### src/rtl/spi_cfg_sequencer.sv
`default_nettype none
// ----------------------------------------------------------------------------
// spi_cfg_sequencer : walks a register table into the SPI writer and serves
//                     single host writes between walks, with gap/delay/timeout.
// Revision 1.0
// ----------------------------------------------------------------------------
module spi_cfg_sequencer #(
  parameter int TBL_LEN    = 64,
  parameter int AW         = 6,
  parameter int GAP_CYCLES = 16,
  parameter int TIMEOUT    = 1023
) (
  input  logic          clk,
  input  logic          rst_n,
  input  logic          cfg_start,
  output logic [AW-1:0] tbl_addr,
  input  logic [23:0]   tbl_data,
  input  logic          usr_req,
  input  logic [23:0]   usr_data,
  output logic          usr_ack,
  output logic [23:0]   spi_wr_data,
  output logic          spi_wr_valid,
  input  logic          spi_once_end,
  output logic          busy,
  output logic          cfg_done,
  output logic          cfg_err,
  output logic          err_src,
  output logic [AW-1:0] err_idx
);

  localparam logic [AW-1:0] c_last_idx = AW'(TBL_LEN - 1);
  localparam logic [15:0]   c_gap      = 16'(GAP_CYCLES);
  // Completion is still accepted in the TIMEOUT-th cycle after launch.
  localparam logic [15:0]   c_tmo_last = 16'(TIMEOUT - 1);

  typedef enum logic [2:0] {
    S_IDLE     = 3'd0,
    S_FETCH    = 3'd1,
    S_DECODE   = 3'd2,
    S_LAUNCH   = 3'd3,
    S_WAIT_END = 3'd4,
    S_GAP      = 3'd5,
    S_DELAY    = 3'd6
  } state_t;

  state_t        r_state, w_state_nxt;
  logic [AW-1:0] r_idx, w_idx_nxt;
  logic          r_mode_usr, w_mode_usr_nxt;
  logic [23:0]   r_wr_data, w_wr_data_nxt;
  logic [15:0]   r_cnt, w_cnt_nxt;
  logic          r_cfg_done, w_cfg_done_nxt;
  logic          r_cfg_err, w_cfg_err_nxt;
  logic          r_err_src, w_err_src_nxt;
  logic [AW-1:0] r_err_idx, w_err_idx_nxt;
  logic          r_usr_ack, w_usr_ack_nxt;
  logic          w_advance;

  always_ff @(posedge clk or negedge rst_n) begin
    if (!rst_n) begin
      r_state    <= S_IDLE;
      r_idx      <= '0;
      r_mode_usr <= 1'b0;
      r_wr_data  <= '0;
      r_cnt      <= '0;
      r_cfg_done <= 1'b0;
      r_cfg_err  <= 1'b0;
      r_err_src  <= 1'b0;
      r_err_idx  <= '0;
      r_usr_ack  <= 1'b0;
    end else begin
      r_state    <= w_state_nxt;
      r_idx      <= w_idx_nxt;
      r_mode_usr <= w_mode_usr_nxt;
      r_wr_data  <= w_wr_data_nxt;
      r_cnt      <= w_cnt_nxt;
      r_cfg_done <= w_cfg_done_nxt;
      r_cfg_err  <= w_cfg_err_nxt;
      r_err_src  <= w_err_src_nxt;
      r_err_idx  <= w_err_idx_nxt;
      r_usr_ack  <= w_usr_ack_nxt;
    end
  end

  always_comb begin
    w_state_nxt    = r_state;
    w_idx_nxt      = r_idx;
    w_mode_usr_nxt = r_mode_usr;
    w_wr_data_nxt  = r_wr_data;
    w_cnt_nxt      = r_cnt;
    w_cfg_done_nxt = r_cfg_done;
    w_cfg_err_nxt  = r_cfg_err;
    w_err_src_nxt  = r_err_src;
    w_err_idx_nxt  = r_err_idx;
    w_usr_ack_nxt  = 1'b0;
    w_advance      = 1'b0;

    case (r_state)
      S_IDLE: begin
        if (cfg_start) begin
          w_idx_nxt      = '0;
          w_mode_usr_nxt = 1'b0;
          w_cfg_done_nxt = 1'b0;
          w_cfg_err_nxt  = 1'b0;
          w_state_nxt    = S_FETCH;
        end else if (usr_req && !r_usr_ack) begin
          // The request level is still high during the ack cycle; don't re-accept it.
          w_mode_usr_nxt = 1'b1;
          w_wr_data_nxt  = usr_data;
          w_state_nxt    = S_LAUNCH;
        end
      end
      S_FETCH:  w_state_nxt = S_DECODE;
      S_DECODE: begin
        if (tbl_data[23]) begin
          w_cnt_nxt   = tbl_data[15:0];
          w_state_nxt = S_DELAY;
        end else begin
          w_wr_data_nxt = tbl_data;
          w_state_nxt   = S_LAUNCH;
        end
      end
      S_LAUNCH: begin
        w_cnt_nxt   = '0;
        w_state_nxt = S_WAIT_END;
      end
      S_WAIT_END: begin
        if (spi_once_end) begin
          w_cnt_nxt   = c_gap;
          w_state_nxt = S_GAP;
        end else if (r_cnt == c_tmo_last) begin
          w_cfg_err_nxt = 1'b1;
          w_err_src_nxt = r_mode_usr;
          if (r_mode_usr) w_usr_ack_nxt = 1'b1;
          else            w_err_idx_nxt = r_idx;
          w_state_nxt = S_IDLE;
        end else begin
          w_cnt_nxt = r_cnt + 16'd1;
        end
      end
      S_GAP, S_DELAY: begin
        if (r_cnt == 16'd0) w_advance = 1'b1;
        else                w_cnt_nxt = r_cnt - 16'd1;
      end
      default: w_state_nxt = S_IDLE;
    endcase

    if (w_advance) begin
      if (r_mode_usr) begin
        w_usr_ack_nxt = 1'b1;
        w_state_nxt   = S_IDLE;
      end else if (r_idx == c_last_idx) begin
        w_cfg_done_nxt = 1'b1;
        w_state_nxt    = S_IDLE;
      end else begin
        w_idx_nxt   = r_idx + 1'b1;
        w_state_nxt = S_FETCH;
      end
    end
  end

  assign tbl_addr     = r_idx;
  assign spi_wr_data  = r_wr_data;
  assign spi_wr_valid = (r_state == S_LAUNCH);
  assign usr_ack      = r_usr_ack;
  assign busy         = (r_state != S_IDLE);
  assign cfg_done     = r_cfg_done;
  assign cfg_err      = r_cfg_err;
  assign err_src      = r_err_src;
  assign err_idx      = r_err_idx;

endmodule
`default_nettype wire

### config.mk
export PLATFORM = sky130hd
export DESIGN_NAME = spi_cfg_sequencer
export DESIGN_NICKNAME = d
export VERILOG_FILES = /design/src/rtl/spi_cfg_sequencer.sv
export SDC_FILE = /design/constraint.sdc
export NUM_CORES = 1
export LEC_CHECK = 0
export CAP_MARGIN = 10
export CORE_UTILIZATION = 45
export CTS_CLUSTER_SIZE = 20
export DETAILED_ROUTE_END_ITERATION = 16
export HOLD_SLACK_MARGIN = 0.03
export PLACE_DENSITY = 0.9
export REMOVE_ABC_BUFFERS = 1
export SYNTH_ARGS = -nofsm -noshare
export SYNTH_HDL_FRONTEND = slang
export SYNTH_SLANG_ARGS = --single-unit
### constraint.sdc
create_clock -name clk -period 2.6 [get_ports clk]
set_input_delay 0.39 -clock clk [delete_from_list [all_inputs] [get_ports clk]]
set_output_delay 0.39 -clock clk [all_outputs]
set_load 0.05 [all_outputs]
==> reports/results.ini <==
[final_layout]
final_core_util_pct=64.2
fin_nets=564
drive_gt1_share_pct=12.3
antenna-diode-count=0
area_growth_pct=37.0

[setup_path]
path_class=reg -> reg
slowest_stage=or4_1
max_stage_delay_ns=0.58
critPathLaunchType=flip-flop
worst-path-max-fanout=7
crit_family=simple AND/OR/NAND/NOR gates
path_buf_inv=1
worstPathRequired_ns=2.83
path_cells=inv_1 -> ha_1 -> nor3b_2 -> nand4_2 -> or4_1 -> a21oi_2 -> mux2_1 -> a21o_1
critPathCaptureType=flip-flop
crit_arrival_ns=2.78

[yosys]
async_reset_ff_share_pct=100
synthesis.area_um2=3640
synth-edff-count=0
synth-simple-area-share_pct=20.9
synthCells=407
yosysSeqAreaShare_pct=41.2
synth_top_area_share_pct=41.2
synth_top_family_by_area=simple AND/OR/NAND/NOR gates
synth.mux.area_fraction_pct=9.10
synth-compound-area-share_pct=17.8
yosysWarningCount=0
synth_cell_type_count=57
synth_top_cells_by_area=dfrtp_1, mux2i_1, o21ai_0
avgSynthCellArea_um2=8.95
synth_fa_ha_area_share_pct=1.65
synth_top_area_cell=dfrtp_1
synth-main-ff-cell=dfrtp_1
synth_xor_area_share_pct=3.85
ys_ff_latch=60

[clock_network]
cts_tree=done
clock_latency_ns=0.34
cts_buffers=9
clock_path_buffers=2
clock_sink_count=60
path_clk_slew_ns=0.07
postCtsSetupBuffers=0
htree_levels=3
ctsRootBufferMaster=clkbuf_8

[sta]
finalClockSkew_ns=0.0102
drv_slew=0
setup-violations-final=0
setup_slack_ns=0.0578
maxSlewHeadroom_pct=51.4
fmax_ghz=0.393
layout_min_cycle_time_ns=2.54
hold_violations=0
rsz0062_at_grt=no
finalCritPeriodShare_pct=97.8
worstMarginPinSlew_ns=0.728

[drt]
wirelength_mm=10.4
postRouteAntennaNets=0
via_count=3554
drc=0
wl_per_cell_um=17.0
viasPerCell=5.79
first_pass_iters=5
drtIter0Drc=273

[pwr]
switching_power_w=0.00308
power_w=0.00628
power_frac_comb_pct=60.3
internal_power_w=0.00320
p_leak_nw=2.04
clkPwrFrac_pct=12.7
vdd_ir_drop_max_uv=512
seqPwrFrac_pct=27.0
power_density_nw_per_um2=1260
swShare_pct=49.0

[placed_design]
place_congestion=0.945
numPortBuffers=94
place_ws_ns=0.0933
hpwl_mm=7.53

[outcome]
status=complete, no violations

[grt]
antenna_found_initial=0
globalRouteTotalUtil_pct=25.2
grt_overflow_total=0
grt_pass1_wl_mm=16.6
grt_pass1_vias=3439
grt_max_degree=46

[floorplanning]
num_rows=32
ios=95
core_region_area_um2=7770
fp.dieH_um=92.0
initial_core_util_pct=46.9
die_x_um=92.0
die_area_um2=8460

[hold_path]
min_path_type=in -> async

[run]
drv_cap=0

[power by group through the flow]
stage          sequential [W]  clock, W  combinational [W]
2_1_floorplan         0.00234         0            0.00170
3_3_place_gp          0.00167         0            0.00360
3_5_place_dp          0.00169         0            0.00374
4_1_cts               0.00168  0.000823            0.00377
5_1_grt               0.00174  0.000865            0.00405
6_report              0.00169  0.000801            0.00379
[metrics by stage]
| step | setup TNS [ns] | hold WS, ns | area (um2) | instances |
|---|---|---|---|---|
| final | 0 | 0.102 | 4990 | 614 |
| after global routing | 0 | 0.145 | 4990 | 614 |
| after CTS | 0 | 0.113 | 4980 | 614 |
| after detailed placement | 0 | 0.465 | 4800 | 598 |
| after global placement | 0 | 0.454 | 4800 | 598 |
| after floorplan | -65.16 | 0.0944 | 3480 | 373 |
[cells in the mapped netlist, drive strengths merged, types with 6 or more instances]
cell,instances
buf,15
nand2,47
nor2,30
nor3,13
nor4,9
a21oi,17
mux2i,23
clkbuf,19
nand3,11
o221ai,6
inv,9
mux2,9
o31ai,7
xnor2,7
nand4,8
xor2,9
dfrtp,60
o21ai,46
[layout make-up]
cell class	count	area [um2]
fillers	645	2780
multi-input cells	304	1950
flip-flops and latches	60	1500
repair buffers	123	1200
clock buffers	11	131
well taps	102	128
clock inverters	5	52.6
inverters	9	33.8
[cell families after synthesis]
kind of cell | count (synthesis)
AND/OR/NAND/NOR | 147
AO/OA/AOI/OAI | 104
flip-flops | 60
buffers and inverters | 43
multiplexers | 32
XOR/XNOR | 16
adder cells (fa/ha/maj) | 5
[placed cells by master (no fill, tap or decap), types with 3 or more instances in the layout]
cell type / instances
clkdlybuf4s50_1: 91
nor2b_1: 3
a221oi_1: 3
nor2_1: 30
buf_4: 26
mux2i_1: 23
o21a_1: 3
buf_12: 3
nor4_1: 7
clkbuf_8: 9
o31ai_1: 7
dfrtp_1: 60
xor2_1: 9
clkinv_2: 3
o21ai_0: 46
mux2_2: 8
ha_1: 4
and2_1: 4
nor3_1: 13
o221ai_1: 6
or3_1: 3
a21oi_1: 16
a22o_1: 4
or2_2: 3
nand4_1: 7
inv_1: 9
nand3_1: 11
xnor2_1: 7
nand2_1: 47
[what timing repair did]
action	in CTS	in global routing
endpoints found under the setup margin	0	2
hold buffers	0	0
gates resized for setup	0	2
[flip-flops by register name, indices dropped and copies added, names as in the netlist]
register and count:
err_idx 6, cfg_err 1, r_cnt 16, spi_wr_data 24
err_src 1, usr_ack 1, r_mode_usr 1, r_state 3
tbl_addr 6, cfg_done 1
[final timing paths]
| path | to | from | depth (start not counted) | slack, ns |
|---|---|---|---|---|
| min | err_idx[5] | rst_n | 1 | 0.10 |
| max reg2reg | tbl_addr[5] | r_cnt[1] | 8 | 0.06 |
| max | tbl_addr[5] | r_cnt[1] | 8 | 0.06 |
| min reg2reg | spi_wr_data[23] | spi_wr_data[23] | 2 | 0.48 |
| min in group clk | spi_wr_data[23] | spi_wr_data[23] | 2 | 0.48 |
| max in group asynchronous | r_cnt[6] | rst_n | 2 | 1.86 |
[layer usage]
layer  part of all wire (%)  global-route usage [%]  vias up
met3                    6.3                    4.48       22
met1                     44                    32.0     1694
met4                    2.3                    13.2        0
met5                      0                       0        -
met2                     48                    41.0      164
li1                       -                       -     1674
Power figures use the tool's default switching activity.
